===== src/rtl/prog_loader.sv =====
// Boot-time program loader: assembles little-endian instruction words from a framed
// UART byte stream, writes them to instruction memory and releases the core once the checksum matches.
module prog_loader #(
    parameter int          ADDR_W = 10,
    parameter logic [7:0]  SYNC   = 8'hA5
) (
    input  logic              clk,
    input  logic              rst,
    input  logic              rx_valid,
    input  logic [7:0]        rx_data,
    output logic              imem_we,
    output logic [ADDR_W-1:0] imem_addr,
    output logic [31:0]       imem_wdata,
    output logic              cpu_rst,
    output logic              done,
    output logic              error
);

    // state  | meaning
    // IDLE   | waiting for the first SYNC byte, everything else ignored
    // LEN0   | expecting LEN_LO
    // LEN1   | expecting LEN_HI, length is range-checked here
    // DATA   | collecting payload bytes, one write per 4 bytes
    // CSUM   | expecting the checksum of the payload
    // DONE   | image accepted, core released, input ignored until rst
    // ERR    | frame rejected, core held, waiting for SYNC
    typedef enum logic [2:0] {
        S_IDLE, S_LEN0, S_LEN1, S_DATA, S_CSUM, S_DONE, S_ERR
    } state_t;

    // 17 bits so that a full 16-bit LEN can be compared against 2^ADDR_W
    localparam logic [16:0] MAX_LEN = 17'(1) << ADDR_W;

    state_t      state;
    logic [7:0]  len_lo;
    logic [15:0] words_left;
    logic [7:0]  sum;
    logic [1:0]  byte_cnt;
    logic [23:0] word_buf;
    logic [15:0] len_full;

    assign len_full = {rx_data, len_lo};

    always_ff @(posedge clk) begin
        if (rst) begin
            state      <= S_IDLE;
            len_lo     <= '0;
            words_left <= '0;
            sum        <= '0;
            byte_cnt   <= '0;
            word_buf   <= '0;
            imem_we    <= 1'b0;
            imem_addr  <= '0;
            imem_wdata <= '0;
            cpu_rst    <= 1'b1;
            done       <= 1'b0;
            error      <= 1'b0;
        end else begin
            imem_we <= 1'b0;
            // address advances in the cycle after each write pulse
            if (imem_we) imem_addr <= imem_addr + ADDR_W'(1);

            if (rx_valid) begin
                case (state)
                    S_IDLE: begin
                        if (rx_data == SYNC) begin
                            state     <= S_LEN0;
                            imem_addr <= '0;
                            sum       <= '0;
                            byte_cnt  <= '0;
                        end
                    end
                    S_LEN0: begin
                        len_lo <= rx_data;
                        state  <= S_LEN1;
                    end
                    S_LEN1: begin
                        if ({1'b0, len_full} > MAX_LEN) begin
                            state <= S_ERR;
                            error <= 1'b1;
                        end else if (len_full == 16'd0) begin
                            state <= S_CSUM;
                        end else begin
                            words_left <= len_full;
                            state      <= S_DATA;
                        end
                    end
                    S_DATA: begin
                        sum      <= sum + rx_data;
                        byte_cnt <= byte_cnt + 2'd1;
                        case (byte_cnt)
                            2'd0: word_buf[7:0]   <= rx_data;
                            2'd1: word_buf[15:8]  <= rx_data;
                            2'd2: word_buf[23:16] <= rx_data;
                            default: begin
                                imem_we    <= 1'b1;
                                imem_wdata <= {rx_data, word_buf};
                                words_left <= words_left - 16'd1;
                                if (words_left == 16'd1) state <= S_CSUM;
                            end
                        endcase
                    end
                    S_CSUM: begin
                        if (rx_data == sum) begin
                            state   <= S_DONE;
                            cpu_rst <= 1'b0;
                            done    <= 1'b1;
                        end else begin
                            state <= S_ERR;
                            error <= 1'b1;
                        end
                    end
                    S_DONE: begin
                    end
                    S_ERR: begin
                        if (rx_data == SYNC) begin
                            state     <= S_LEN0;
                            error     <= 1'b0;
                            imem_addr <= '0;
                            sum       <= '0;
                            byte_cnt  <= '0;
                        end
                    end
                    default: state <= S_IDLE;
                endcase
            end
        end
    end

endmodule


===== config.mk =====
export PLATFORM = sky130hd
export DESIGN_NAME = prog_loader
export DESIGN_NICKNAME = d
export VERILOG_FILES = /design/src/rtl/prog_loader.sv
export SDC_FILE = /design/constraint.sdc
export NUM_CORES = 1
export LEC_CHECK = 0
export ABC_CLOCK_PERIOD_IN_PS = 2700
export CAP_MARGIN = 20
export CORE_MARGIN = 3
export CORE_UTILIZATION = 51
export DETAILED_ROUTE_END_ITERATION = 16
export PLACE_DENSITY = 0.76
export SETUP_SLACK_MARGIN = 0.5
export SYNTH_ARGS = -nofsm -noshare
export SYNTH_HDL_FRONTEND = slang
export SYNTH_SLANG_ARGS = --single-unit

===== constraint.sdc =====
create_clock -name clk -period 2.7 [get_ports clk]
set_input_delay 0.54 -clock clk [delete_from_list [all_inputs] [get_ports clk]]
set_output_delay 0.54 -clock clk [all_outputs]
set_load 0.05 [all_outputs]

# Word-level counts from Yosys, hierarchy flattened
# Index checks and enable logic that the tools add are counted.
# op_classes
n_addsub	4
magnitude_cmp	1
eq_ne	19
muxes	24
bitwise	4
n_reduce_logical	19
# op_table
cell	count
$mux W16	3
$mux W10	4
$pmux W16 S2	1
$pmux W3 S6	1
$reduce_and A3 Y1	6
$eq A16 B1 Y1 const B	1
$gt A16 B11 Y1 const B	1
$logic_not A16 Y1	1
$pmux W8 S2	1
$sub A16 B1 Y16 const B	1
$mux W3	5
$reduce_and A5 Y1	3
$ne A2 B2 Y1 const B	7
$add A10 B1 Y10 const B	1
$eq A3 B3 Y1 const B	3
$add A8 B8 Y8	1
$eq A8 B8 Y1	1
$eq A8 B8 Y1 const B	1
$mux W8	1
$eq A3 B2 Y1 const B	2
$reduce_or A3 Y1	2
$mux W1	4
$mux W2	2
$not A1 Y1	4
other kinds (13)	14
# word_totals
regBits	107
word_cells	85

# Longest topological paths before layout
# logic_depth
depth_word	5
ltp_mapped	7
ltp_nobuf	7

# Least setup slack after synthesis
# Ideal clock, no wire load.
# synth_timing
path_kind	input to register
startpoint	input rx_data[4]
endpoint	register state[1]
t_arrival_ns	2.425
required_ns	2.583
slack_ns	0.158
cell_stages	6
path_cell_list	ha_1 -> or4_1 -> or4_1 -> a21oi_1 -> nand2_1 -> a32o_1
# synth_between
elab_chain_cells	4
elab_cells_between_ends	10
classes_between	1 x order compare; 3 x eq/ne; 4 x mux; 2 x reduce/logical
# synth_rtl
item	line	rtl
from (decl)	10	input logic [7:0] rx_data,
branches (longest 4 deep; another with $gt A16 B11 Y1)	-	
to (signal assigned)	67	state <= S_LEN0;
to (signal assigned)	79	state <= S_ERR;
to (signal assigned)	82	state <= S_CSUM;
to (decl)	34	state_t state;
# Several ways; the timed one is not identified.
# A chain may end at the register's enable or synchronous reset.

# Worst setup path in the final report
# layout_timing
startpoint	input rx_data[4]
endpoint	register sum[3]
# layout_between
elab_chain_cells	3
# layout_rtl
item	line	rtl
$eq A8 B8 Y1	66, 116	
$ne A2 B1 Y1 (no line)	-	
$reduce_and A3 Y1 (no line)	-	
to (signal assigned)	89	sum <= sum + rx_data;
to (decl)	37	logic [7:0] sum;
# Every way passes these cells.

==> results.md <==
Global routing:
- The number of antenna violations at the first check in global routing is 0.
- Entering global routing, the biggest net connects 56 pins.
- The via count of the first global-routing pass is 4490.
- Across every metal layer, demand over resource in global routing totals 0.235.
- The overflow left after global routing is 0.
- The first global-routing pass estimated 21.5 mm of wire.

Timing:
- After routing, the total negative slack on setup checks comes to 0 ps.
- Measured against its own limit, the worst slew margin works out to 0.508.
- At the pin with the least slew margin, the transition time is 738 ps.
- Final hold analysis gives a worst-case slack of 449 ps.
- The clock period could shrink to 2170 ps.
- The share of the clock period used by the worst path is 0.805.
- The clock skew is 16.7 ps.
- The count of final setup violators is 0.
- The count of endpoints failing hold in the final timing report is 0.
- Setup repair after global routing left no endpoint under its margin.
- Timing would allow up to 460 MHz.
- The number of max-slew violations in the final report came to 0.

Die:
- During I/O placement, the number of pins put on the boundary was 57.
- The total die area is 11000 µm².
- The area of the core region is 9370 µm².
- After floorplanning, the core was divided into 35 placement rows.
- Measured along the x axis, the die boundary spans 105 µm.
- The initial cell density of the core is 0.530.
- The y dimension of the die is 105 µm.

Routing:
- The final antenna-violating net count is 0.
- After detailed routing, the number of vias per cell comes to 5.83.
- Before antenna repair, the detailed router went through 5 iterations.
- The routed design has 13.1 mm of wire.
- The detailed router finished its first iteration with 327 violations.
- The total vias in the final route is 4749.
- Dividing the detail-routed wire length by the instance count gives 16.1 µm.
- The DRC violation count after routing is 0.

Power:
- The standby leakage power is 2.22 nW.
- The cell-internal power is 1.99 mW.
- The switching share of power is 0.259.
- The total power consumption of the routed design is 2.69 mW.
- The share of total power dissipated in the clock network is 0.357.
- The sequential group share of total power is 0.587.
- The part of the total power dissipated in combinational logic is 0.055.
- The switching power is 0.695 mW.
- For this design the ratio of total power to cell area is 426 nW/µm².
- The worst ir drop on vdd is 0.272 mV.

Clock tree:
- The TritonCTS clock tree is done.
- The clock passes through at most 2 buffers.
- Clock tree synthesis found a total of 107 sinks.
- Counting the buffers created by CTS gives 9.
- For the worst-skew pair, the clock arrives at the later sink with an insertion delay of 380 ps.
- The clock-pin slew on the worst setup and hold paths is 120 ps.
- The clock root buffer master is clkbuf_8.
- In this run the number of H-tree levels came out at 3.

Final layout:
- For this run, the post-layout net count is 706.
- The fraction of final layout cells with drive strength greater than 1 is 0.178.
- The library cell used most frequently in the layout, excluding fill and tap cells, is nand2_1.
- Summing all non-filler instances in the final layout gives an area of 6310 µm².
- From synthesis to final layout, the design area changed by 27.0%.
- The layout has 772 filler cells.
- In the layout the commonest cells are 111 x nand2_1, 101 x dfxtp_1, 76 x a21oi_1.
- 0 antenna diodes ended up in the layout.

Placed design:
- The count of buffers inserted at the top-level ports is 56.
- The HPWL after detailed placement is 8.94 mm.
- Once placement finished, the instance area stood at 5930 µm².
- Routability-driven placement finished with a final weighted congestion of 0.965.

Worst setup path:
- For this run, the slowest stage of the critical path takes 510 ps.
- At the worst endpoint, the required time is 2950 ps.
- Traced cell by cell, the critical path runs through clkdlybuf4s15_2 > buf_4 > or4_1 > nor4_1 > o21ai_1 > buf_4 > a22oi_1 > nor2_1.
- The largest individual stage delay along the critical path comes from the cell or4_1.
- STA classifies the critical path endpoint as a flip-flop.
- The type of the worst setup path is in2reg.
- Among the stages of the critical path, the cell type that occurs most often is buf_4.
- The combined buffer and inverter count along the critical path is 3.
- The family of cells with the greatest summed delay on the critical path is simple AND/OR/NAND/NOR gates.
- The maximum fanout along the worst path is 10.
- STA classifies the critical path startpoint as an input pin.
- The data arrival time of the worst path is 2420 ps.

Synthesis:
- For this run, the number of Yosys warnings is 0.
- Counting flops with a built-in enable in the synthesized netlist gives 0.
- The post-synthesis async set-or-reset flop share is 0.
- The count of mapped cells out of synthesis is 608.
- The combined area of all synthesized cells is 4970 µm².
- The average footprint of a synthesized cell is 8.17 µm².
- Counting flops and latches in the post-synthesis netlist gives 107.
- The sequential-to-total area share from yosys stat is 0.431.
- The most used flip-flop cell after synthesis is dfxtp_1.
- Synthesis instantiated 64 different standard cells from the library.
- Counting every net in the synthesized netlist gives 634.

Status:
- The flow ran to the end, and the final reports show no timing, DRC or antenna violations.

Run:
- The tool flagged a number of max-cap violations equal to 0.

Worst hold path:
- The worst hold-check path type is reg2reg.
==> Yosys cell counts (7+ instances only) <==
library cell,n,area share
o311ai_0,9,0.016
a22oi_1,7,0.011
inv_1,9,0.0068
nand3_1,37,0.037
nor2_1,47,0.036
xor2_1,11,0.019
dfxtp_1,107,0.43
o31ai_1,14,0.021
mux2i_1,9,0.018
nand4_1,7,0.0088
nor3_1,11,0.011
ha_1,14,0.035
nand2_1,111,0.084
a21oi_1,77,0.078
nor2b_1,7,0.0088
clkbuf_1,35,0.026
==> kinds of logic after synthesis <==
logic type | after synthesis | share of synthesized area
flip-flops | 107 | 0.431
AO/OA/AOI/OAI | 150 | 0.194
AND/OR/NAND/NOR | 258 | 0.240
adder cells (fa/ha/maj) | 15 | 0.0393
multiplexers | 9 | 0.0181
XOR/XNOR | 14 | 0.0247
buffers and inverters | 55 | 0.0519
==> stage by stage <==
step                worst slack (ps)  cells   util
global placement                -180    793  0.633
CTS                              416    811  0.657
detailed placement              -227    793  0.633
finish                           527    814  0.673
floorplan                        465    608      -
global route                     470    814  0.673
==> flip-flops by register name, indices dropped and copies added (netlist names) <==
| signal | count |
|---|---|
| state | 3 |
| imem_addr | 10 |
| words_left | 16 |
| imem_we | 1 |
| cpu_rst | 1 |
| byte_cnt | 2 |
| error | 1 |
| len_lo | 8 |
| done | 1 |
| word_buf | 24 |
| imem_wdata | 32 |
| sum | 8 |
==> path summary, 6_finish.rpt <==
path	to	slack, ps	start	cells past startpoint
hold / removal	imem_wdata[16]$_SDFFE_PP0P_	450	word_buf[16]$_SDFFE_PP0P_	2
hold reg to reg	imem_wdata[16]$_SDFFE_PP0P_	450	word_buf[16]$_SDFFE_PP0P_	2
setup / recovery	sum[3]$_SDFFE_PP0P_	530	rx_data[4]	8
setup reg to reg	state[1]$_SDFFE_PP0P_	540	sum[6]$_SDFFE_PP0P_	6
==> final cells by class <==
type / count / area [µm²] / share of cell area
multi-input cells: 446 / 2810 / 0.446
flip-flops and latches: 107 / 2150 / 0.341
repair buffers: 107 / 963 / 0.153
well taps: 129 / 161 / 0.0256
clock buffers: 10 / 128 / 0.0202
clock inverters: 6 / 56.3 / 0.00893
inverters: 9 / 33.8 / 0.00536
==> tightest hold or removal path, cell delays in order, from the launching register on <==
cell	delay [ps]
dfxtp_1	320
nand2_1	50
a21oi_1	50
==> what timing repair did <==
item / 4_1_cts / 5_1_grt
cloned: 0 / 0
hold buffers: 0 / 0
buffers inserted: 2 / 3
gates resized for setup: 33 / 29
pin swaps: 8 / 5
hold endpoints to repair: 0 / 0
setup endpoints to repair: 43 / 23
==> power by group through the flow <==
stage	registers [mW]	clock network [mW]	logic, mW
2_1_floorplan	1.61	0	0.0709
3_3_place_gp	1.61	0	0.137
3_5_place_dp	1.61	0	0.139
4_1_cts	1.58	0.963	0.139
5_1_grt	1.58	1.03	0.158
6_report	1.58	0.960	0.148
==> routing by layer <==
metal / GRT usage / part of all wire / up-vias
met2: 0.378 / 0.47 / 172
li1: - / - / 2296
met5: 0 / 0 / -
met1: 0.324 / 0.45 / 2260
met4: 0.0759 / 0.018 / 0
met3: 0.0364 / 0.061 / 21
(Power assumes the default switching activity.)
==> RTL change: new RTL, config.mk and constraints unchanged <==
The parameter `ADDR_W` goes from 10 to 9.
--- a/src/rtl/prog_loader.sv
+++ b/src/rtl/prog_loader.sv
@@ -3,3 +3,3 @@
 module prog_loader #(
-    parameter int          ADDR_W = 10,
+    parameter int          ADDR_W = 9,
     parameter logic [7:0]  SYNC   = 8'hA5
Interface: changed (resized imem_addr); port bits go from 57 to 56. No check against the original RTL was run, so the function may have changed too.
==> RTL change against the unedited design <==
- routed wire length down 0.24%
- final area decreased by 3.0%
- combinational power decreased by 5%
- synthesized area is 0.98% higher
- highest routed layer unchanged
- sequential cell count shrank 1
- worst setup slack better by 0.015 ns
- power is 0.62% higher
- clock skew decreased by 0.0062 ns
==> RTL change: results (changes against the unedited design) <==
qor: setup_path.crit_start rx_data[1]
qor: routing.first_iter_violations 344 [+5.2%]
qor: routing.met3_length 852 µm [+6.0%]
qor: worst_hold_path.worstHoldEndpoint imem_wdata[20]
qor: setup_path.regToRegEndpoint words_left[8]
qor: setup_path.timing.critical_path.max_delay_family compound AO/OA/AOI/OAI gates
qor: setup_path.crit_slowest_cell sky130_fd_sc_hd__clkdlybuf4s50_1
qor: place.detailedPlacementHpwl 8870 µm [-0.84%]
qor: grt.grt_pass1_wl 21,300 µm [-1.1%]
qor: synth.sequential_element_share_of_the_synthesized_area 42.3% [-0.82 points]
qor: place.post_dp_cell_area 5800 µm² [-2.2%]
qor: finish.final_net_count 687 [-2.7%]
qor: place.port_buffers 55 [-1.8%]
qor: routing.detailroute.via_count 4,547 [-4.3%]
qor: synth.synth_area_leaders sky130_fd_sc_hd__dfxtp_1 42%, sky130_fd_sc_hd__nand2_1 9.4%, sky130_fd_sc_hd__a21oi_1 8.3%
qor: sta.relSlewSlack 40.5% [-10 points]
qor: power_and_ir_drop.power.leakage 0.00224 µW [+1.1%]
qor: run_status.outcome finished, final reports clean
qor: place.globalplace.congestion 0.938 [-2.8%]
qor: synth.synth_fp_nets 621 [-2.1%]
qor: grt.grt.total_usage 23.7% [+0.18 points]
qor: setup_path.setup.worst_path.end sum[7]
qor: power_and_ir_drop.sw_frac_of_total 26.5% [+0.66 points]
qor: synth.synth.lib_cells_used.distinct 67 [+4.7%]
qor: power_and_ir_drop.vdd_ir_drop_max 0.000350 V [+29%]
qor: setup_path.r2r.worst_path.cells 5 [-1]
qor: grt.grt_max_degree 81 [+45%]
qor: setup_path.worst-r2r-setup-slack 0.61 ns [+0.07 ns]
qor: synth.yosys-top-cells-count 126 x sky130_fd_sc_hd__nand2_1, 106 x sky130_fd_sc_hd__dfxtp_1, 83 x sky130_fd_sc_hd__a21oi_1
[RTL change: cell types whose count changed after synthesis, moves of 5 or more]
cell                       change
sky130_fd_sc_hd__or4_1         -5
sky130_fd_sc_hd__a21oi_1       +6
sky130_fd_sc_hd__nor2b_1       -6
sky130_fd_sc_hd__o31ai_1      -13
sky130_fd_sc_hd__o32ai_2      +11
sky130_fd_sc_hd__nand2_1      +15
sky130_fd_sc_hd__a22o_1        +8
sky130_fd_sc_hd__o311ai_0      -9
sky130_fd_sc_hd__clkbuf_1      -9
sky130_fd_sc_hd__nor2_1        -6
[RTL change: timing repair]
item                       in CTS  in global routing
setup endpoints to repair       6                 19
setup buffers                   0                  6
resized for setup               5                 12
pin swaps                       1                  5
hold buffers                    0                  0
cloned                          1                  1
[RTL change: area by class of cell]
cell class              instances  area (µm²)
clock buffers                   9         124
well taps                     129         161
repair buffers                 92         837
multi-input cells             443        2760
flip-flops and latches        106        2120
fillers                       831        3290
inverters                       9        33.8
clock inverters                 7        82.6
[RTL change: metal layers]
metal	global-route usage [%]	vias up
met4	7.22	0
met3	5.31	16
met2	36.8	168
met5	0	-
met1	32.8	2134
li1	-	2229
[RTL change: through the flow]
stage                     power [µW]  std cells  util (%)  worst slack, ns  hold WS (ns)
after floorplan                 1670        595         -            0.649         0.432
after global placement          1730        771      61.6           0.0928         0.434
after detailed placement        1730        771      61.6           0.0651         0.437
after CTS                       2720        788      63.9            0.490         0.450
after global routing            2800        795      65.0            0.501         0.458
final                           2700        795      65.0            0.543         0.447
[RTL change: kinds of logic after synthesis]
logic type	synth area share [%]
mux	2.02
buf+inv	3.99
compound gates	19.9
simple gates	25.1
fa+ha+maj	3.89
flops	42.3
xor+xnor	2.79
